$ cat src/rtl/mux_n_1_scan.sv
// rtl/mux_n_1_scan.sv - registered N:1 word mux with manual select and masked auto-scan
// ptr/cnt are the only scan state; mode is decoded from live en/mode every edge.
module mux_n_1_scan #(
    parameter int WIDTH    = 16,
    parameter int CHANNELS = 16,
    parameter int SEL_W    = 4,
    parameter int HOLD     = 1
) (
    input  logic                      clk,
    input  logic                      rst_n,
    input  logic [CHANNELS*WIDTH-1:0] a,
    input  logic [SEL_W-1:0]          s,
    input  logic                      en,
    input  logic                      mode,
    input  logic [CHANNELS-1:0]       mask,
    output logic [WIDTH-1:0]          o,
    output logic [SEL_W-1:0]          o_sel,
    output logic                      o_valid,
    output logic                      wrap,
    output logic                      err
);

    localparam int CNT_W = 8;

    logic [WIDTH-1:0] o_q, o_d;
    logic [SEL_W-1:0] sel_q, sel_d;
    logic             valid_q, valid_d;
    logic             wrap_q, wrap_d;
    logic             err_q, err_d;
    logic [SEL_W-1:0] ptr_q, ptr_d;
    logic [CNT_W-1:0] cnt_q, cnt_d;

    logic [SEL_W-1:0] lowest;
    logic [SEL_W-1:0] above;
    logic             above_found;
    logic             ptr_en;
    logic [SEL_W-1:0] next_ptr;
    logic             next_wraps;

    function automatic logic [WIDTH-1:0] word_at(input logic [SEL_W-1:0] idx);
        logic [WIDTH-1:0] w;
        w = '0;
        for (int i = 0; i < CHANNELS; i++) begin
            if (SEL_W'(i) == idx) w = a[i*WIDTH +: WIDTH];
        end
        return w;
    endfunction

    // Descending scans leave the lowest qualifying index in the result.
    always_comb begin
        lowest      = '0;
        above       = '0;
        above_found = 1'b0;
        ptr_en      = 1'b0;
        for (int i = CHANNELS - 1; i >= 0; i--) begin
            if (mask[i]) begin
                lowest = SEL_W'(i);
                if (i > int'(ptr_q)) begin
                    above       = SEL_W'(i);
                    above_found = 1'b1;
                end
                if (SEL_W'(i) == ptr_q) ptr_en = 1'b1;
            end
        end
        next_ptr   = above_found ? above : lowest;
        next_wraps = !above_found;
    end

    always_comb begin
        o_d     = o_q;
        sel_d   = sel_q;
        valid_d = 1'b0;
        wrap_d  = 1'b0;
        err_d   = 1'b0;
        ptr_d   = lowest;
        cnt_d   = '0;
        if (en && !mode) begin
            sel_d = s;
            if (int'(s) < CHANNELS) begin
                o_d     = word_at(s);
                valid_d = 1'b1;
            end else begin
                o_d   = '0;
                err_d = 1'b1;
            end
        end else if (en && mode) begin
            o_d   = word_at(ptr_q);
            sel_d = ptr_q;
            ptr_d = ptr_q;
            cnt_d = cnt_q;
            if (mask != '0) begin
                valid_d = ptr_en;
                // A channel dropped from the mask mid-hold is skipped at once.
                if (!ptr_en || cnt_q == CNT_W'(HOLD - 1)) begin
                    ptr_d  = next_ptr;
                    cnt_d  = '0;
                    wrap_d = next_wraps;
                end else begin
                    cnt_d = cnt_q + 8'd1;
                end
            end
        end
    end

    always_ff @(posedge clk or negedge rst_n) begin
        if (!rst_n) begin
            o_q     <= '0;
            sel_q   <= '0;
            valid_q <= 1'b0;
            wrap_q  <= 1'b0;
            err_q   <= 1'b0;
            ptr_q   <= '0;
            cnt_q   <= '0;
        end else begin
            o_q     <= o_d;
            sel_q   <= sel_d;
            valid_q <= valid_d;
            wrap_q  <= wrap_d;
            err_q   <= err_d;
            ptr_q   <= ptr_d;
            cnt_q   <= cnt_d;
        end
    end

    assign o       = o_q;
    assign o_sel   = sel_q;
    assign o_valid = valid_q;
    assign wrap    = wrap_q;
    assign err     = err_q;

endmodule

$ cat config.mk
export PLATFORM = sky130hd
export DESIGN_NAME = mux_n_1_scan
export DESIGN_NICKNAME = d
export VERILOG_FILES = /design/src/rtl/mux_n_1_scan.sv
export SDC_FILE = /design/constraint.sdc
export NUM_CORES = 1
export LEC_CHECK = 0
export CORE_MARGIN = 3
export CORE_UTILIZATION = 40
export CTS_BUF_LIST = sky130_fd_sc_hd__clkbuf_4
export CTS_CLUSTER_DIAMETER = 60
export DETAILED_ROUTE_END_ITERATION = 10
export PLACE_DENSITY = 0.8
export SYNTH_ARGS = -nofsm -noshare
export SYNTH_HDL_FRONTEND = slang
export SYNTH_SLANG_ARGS = --single-unit
$ cat constraint.sdc
create_clock -name clk -period 2 [get_ports clk]
set_input_delay 0.3 -clock clk [delete_from_list [all_inputs] [get_ports clk]]
set_output_delay 0.3 -clock clk [all_outputs]
set_load 0.03 [all_outputs]
Word-level counts from Yosys, hierarchy flattened
Cells that the tools add are included. W data, S select, Z words.

Flip-flop bits (word level): 34. Output and inout port bits: 23.

Mux-type cells: 160. Order comparisons: 15. Equality and inequality tests: 32. Add/sub/neg operators: 1. Reductions and logical operators: 12.

Operator list (number): $mux W16 (34); $mux W4 (53); $mux W1 (69); $eq A4 B4 Y1 const A (16); $eq A3 B4 Y1 const A (8); $gt A4 B4 Y1 const A (8); $mux W8 (4); $eq A2 B4 Y1 const A (4); $gt A3 B4 Y1 const A (4); $reduce_bool A16 Y1 (1); $add A8 B1 Y8 const B (1); $eq A1 B4 Y1 const A (2); $gt A2 B4 Y1 const A (2); $logic_not A4 Y1 (2); $logic_not A8 Y1 (1); $ne A3 B2 Y1 const B (2); $gt A1 B4 Y1 const A (1); $logic_not A1 Y1 (3); $logic_and A1 B1 Y1 (2); $reduce_and A2 Y1 (1); $reduce_bool A2 Y1 (1); $logic_or A1 B1 Y1 (1).

Depth between registers and ports, before layout
Depth after elaboration: 39. Gate-level depth with buffers: 11. Gate-level depth less buffers: 7.

Worst setup path before layout
No wires, ideal clock.

Kind: flip-flop to flip-flop. Start point: reg ptr_q[0]. End point: reg o_q[10], in the netlist o[10]. Library setup time: 0.141 ns. Stages on the path, launching flop included: 9. Buffers on the path: 2. Path slack: -0.025 ns. Required time: 1.859 ns. Arrival: 1.884 ns. Cells stage by stage: dfrtp_1 buf_6 buf_6 mux4_2 mux4_2 a21oi_1 nor3b_1 a21oi_2 a31oi_1.

Longest elaborated chain between the ends: 19.

RTL lines: from (decl) (RTL line 30) `logic [SEL_W-1:0] ptr_q, ptr_d;`; from (signal assigned) (RTL line 120) `ptr_q <= ptr_d;`; $logic_not A4 Y1 (RTL line 44) `if (SEL_W'(i) == idx) w = a[i*WIDTH +: WIDTH];`; $mux W16 (15 in series) (RTL line 44); $mux W16 (*) (RTL line 44); $mux W16 (*) (RTL line 86) `end else if (en && mode) begin`; $mux W16 (*) (RTL line 77) `if (en && !mode) begin`; to (signal assigned) (RTL line 107) `o_q <= '0;`; to (signal assigned) (RTL line 115) `o_q <= o_d;`; to (decl) (RTL line 25) `logic [WIDTH-1:0] o_q, o_d;`.

Every way passes the cells marked *; elsewhere a longest branch is shown, timed or not. The select of a mux whose other input is x is not followed. A chain may end at the register's enable or synchronous reset.

Worst setup path in the final report
Start point: reg ptr_q[0]. End point: reg o_q[4], in the netlist o[4].

The elaborated chain is that of the path after synthesis.

==> results.txt <==
The run finished, with violations left. The checks that failed: negative setup slack. The clock network power share came out at 13.4%. The combinational power share is 71.0%. The source of the worst register-to-register timing path is ptr_q[0]. The peak ir drop on the vdd network is 0.4006 mV. The internal power contribution is 3164 µW. The number of port buffers is about 300. The core utilization of the finished layout came out at 73.15%. The violation count after the first detailed-routing iteration is between 1000 and 1500. The maximum achievable frequency came out at 445.7 MHz. After clock tree synthesis, the clock-pin slew on the worst setup and hold paths is 0.15 ns. Synthesis produced between 900 and 1000 cells. The worst setup slack for register-to-register paths is -0.24 ns. The count of nets left with antenna violations after detail routing is 0. The number of nets produced by synthesis is 1199. In this run the clock root is driven by a clkbuf_4. The actual transition at the worst max-transition pin is approximately 0.52 ns. The worst reg2reg path depth is 8. The count of final max-slew check failures came out at 0.

The number of buffers created by CTS came out at 5. The wire length per cell after detailed routing is roughly 26 µm. After clock tree synthesis, the flow added hold-fix buffers numbering 0. Net switching is 41.63% of the power. Traced cell by cell, the critical path runs through buf_12, buf_4, mux4_2, mux2i_1, buf_4, o211ai_1, a32oi_2, a21oi_1. Once the floorplan was initialized, standard cells occupied 41.14% of the core. The via total after detailed routing came out at approximately 11000. The CTS tree is built. The chip width came out at 139.8 µm. Across all hold checks on the routed design, the worst slack comes to 0.3242 ns. The floorplan step set the die height to 139.8 µm.

After detailed routing, the number of vias per cell comes to 6.515. The I/O pin total came out at between 300 and 400. The async set-reset flop share out of synthesis came out at 100.0%. For this design, the sink count on the clock tree is 34. The sequential share of power is 15.6%. The average instance in the mapped netlist occupies 7.814 µm². The areal power density over the cells is 425.5 nW/µm².

The share of the clock period used by the worst path after layout came out at 112.2%. The worst setup margin came out at -0.2436 ns. Setup repair after global routing could not meet its margin everywhere. The startpoint type of the worst setup path is a flip-flop.

The insertion delay of the later-clocked pin in the worst-skew pair came out at 0.39 ns. The count of non-filler cells in the finished layout is between 1500 and 2000. For the worst setup path, the data arrival time is 2.52 ns. The largest net degree at the start of global routing is 35. The final critical path time including I/O delays and setup is 2.244 ns.

The placement row count came out at 48. The via count of the first global-routing pass came out at between 10000 and 15000. The critical path in this run is classified as flip-flop to flip-flop. The detailed placer's ending HPWL is 34.39 mm. On the final layout, the worst clock skew is 0.02160 ns.

The largest fanout on the critical path came out at 17. The number of cells in the design after placement came out at 1592. Setup violations remaining at the end of the flow were counted as 26.

The core area is 17420 µm². The number of antenna violations at the first check in global routing is 2. The floorplan step defined a die boundary enclosing between 15000 and 20000 µm². The DRC violation count after routing came out at 0. The critical path's most frequent cell is buf_4.

The largest single stage delay on the critical path is ~0.52 ns. Across the run, the number of max-cap violations was 0. In this run, synthesis produced a sequential element count of 34.

The worst register-to-register path ends at o[4]. In the synthesized netlist the dominant register cell turns out to be dfrtp_1. In this design, the largest share of critical-path delay is due to multiplexers. The share of synthesized area occupied by flip-flops and latches is a little under an eighth.

The total buffers and inverters traversed by the critical path came out at 3. The worst setup timing slack at the placement stage is -0.4249 ns. In the final design database the tool counted 1685 nets. The setup TNS came out at -3.668 ns. The count of endpoints failing hold in the final timing report was 0. The number of enable-type register cells in the synthesized netlist came out at 0. The first detailed-routing pass took 6 iterations. The distinct cell type count of the synthesized netlist came out at 72. Data on the critical path is required at its endpoint by 2.27 ns. The worst setup path is captured at a flip-flop. In this run the worst hold path is classified as primary input to asynchronous set/reset pin. The maximum clock insertion buffer count came out at 2. The relative slew slack came out at roughly two thirds.

The post-route netlist has a little under 30% of its cells at a drive strength greater than 1. The layout overhead on the synthesized area came out at 77.79%. The slowest stage of the critical path belongs to the cell dfrtp_4. The reported net switching power came out at 2257 µW. Routability-driven placement finished with a final weighted congestion of 1.035.

CTS built an H-tree with a depth of 2. Summed over all cells, the static leakage comes to 0.005109 µW. The synthesized area came out at ~7000 µm². The final layout contains routed wiring with a total length of 42.79 mm. The total routing resource utilization after global routing came out at 41.52%. Global routing finished with a remaining overflow of 0.

The count of synthesis-stage warnings from yosys came out at 0. The wire length of the first global-routing pass is 63.05 mm.
cells by family (layout without fill, tap and decap cells):
logic type / Yosys count / count (layout) / synth area share, %
compound gates: 337 / 337 / 30.80
fa+ha+maj: 2 / 2 / 0.3492
buf+inv: 108 / 595 / 7.386
flops: 34 / 34 / 11.87
mux: 142 / 142 / 30.07
other cells: 1 / 3 / 0.05233
simple gates: 293 / 293 / 19.47
cell usage in the layout, fill, tap and decap left out, types with 18 or more instances in the layout:
cell type	count
o221ai_1	18
dfrtp_1	30
clkdlybuf4s50_1	298
nor2_1	82
inv_1	19
o22ai_1	20
nor3_1	22
mux2i_1	67
mux4_2	57
o21ai_0	67
buf_4	234
a21oi_1	59
nand2b_1	21
nand2_1	72
nand3_1	25
area by class of cell:
class,instances,area [µm²]
Multi-Input combinational cell,775,6115
Antenna cell,2,5.005
Sequential cell,34,860.8
Fill cell,1370,4677
Tap cell,225,281.5
Timing Repair Buffer,565,5285
Clock buffer,5,37.54
Clock inverter,3,68.82
Inverter,22,86.33
worst reg2reg max path, stage by stage, from the launching register on:
cell	delay, ns
dfrtp_4	0.52
buf_12	0.19
buf_4	0.18
mux4_2	0.49
mux2i_1	0.16
buf_4	0.16
o211ai_1	0.10
a32oi_2	0.23
a21oi_1	0.11
Yosys cell counts, types with 5 or more instances:
cell | instances | area share [%]
nor2_1 | 88 | 4.6
o21ai_0 | 82 | 5.7
nand2_1 | 75 | 3.9
mux2i_1 | 69 | 9.6
a21oi_1 | 68 | 4.7
mux4_2 | 57 | 18
buf_2 | 39 | 2.7
dfrtp_1 | 34 | 12
clkbuf_1 | 26 | 1.4
nand3_1 | 26 | 1.8
nand2b_1 | 25 | 2.2
nor3_1 | 24 | 1.7
o22ai_1 | 22 | 1.9
inv_1 | 20 | 1.0
a31oi_1 | 18 | 1.6
o221ai_1 | 18 | 2.2
mux2_2 | 16 | 2.5
o211ai_1 | 15 | 1.6
a211oi_1 | 14 | 1.5
buf_4 | 14 | 1.5
nor2b_1 | 13 | 1.1
a22oi_1 | 12 | 1.3
a21o_1 | 9 | 0.94
o31ai_1 | 8 | 0.84
a221oi_1 | 7 | 0.86
a22o_1 | 7 | 0.86
and3_1 | 7 | 0.61
nor4_1 | 7 | 0.61
nor3b_1 | 5 | 0.52
o21a_1 | 5 | 0.52
what timing repair did:
action	in CTS	in global routing
pin swaps	12	12
gates cloned	1	1
endpoints found under the setup margin	29	29
endpoints found under the hold margin	0	0
resized for setup	64	46
buffers inserted	15	12
metal layers:
layer,part of all wire (%),GRT usage [%]
met5,0,0
met4,3.8,12.14
met3,12,8.385
met2,45,66.62
met1,39,56.82
stage by stage:
| step | area (µm²) | power [µW] |
|---|---|---|
| after floorplan | 7176 | 2424 |
| after global placement | 11920 | 4192 |
| after detailed placement | 11920 | 4225 |
| after CTS | 12410 | 5158 |
| final | 12740 | 5421 |
| after global routing | 12740 | 5594 |
state kept, by name, indices dropped and copies added, names as in the netlist:
name     flops
o_sel        4
o_valid      1
wrap         1
cnt_q        8
ptr_q        4
o           16
power groups by stage:
stage          Combinational [µW]  Sequential [µW]  Clock [µW]
3_3_place_gp                 3320              876           0
3_5_place_dp                 3350              875           0
6_report                     3850              845         728
5_1_grt                      4000              852         744
4_1_cts                      3600              838         724
2_1_floorplan                1470              957           0
worst max-delay path by stage:
stage	slack [ns]	from	endpoint	depth (start not counted)
CTS	-0.24	ptr_q[1]	ptr_q[0]	8
global route	-0.30	ptr_q[0]	o[1]	7
floorplan	-0.01	ptr_q[0]	o[10]	8
detailed placement	-0.42	mask[5]	cnt_q[3]	8
global placement	-0.35	mask[6]	cnt_q[3]	9
finish	-0.24	ptr_q[0]	o[4]	8
Note: power is estimated with default switching activity, not from simulation.
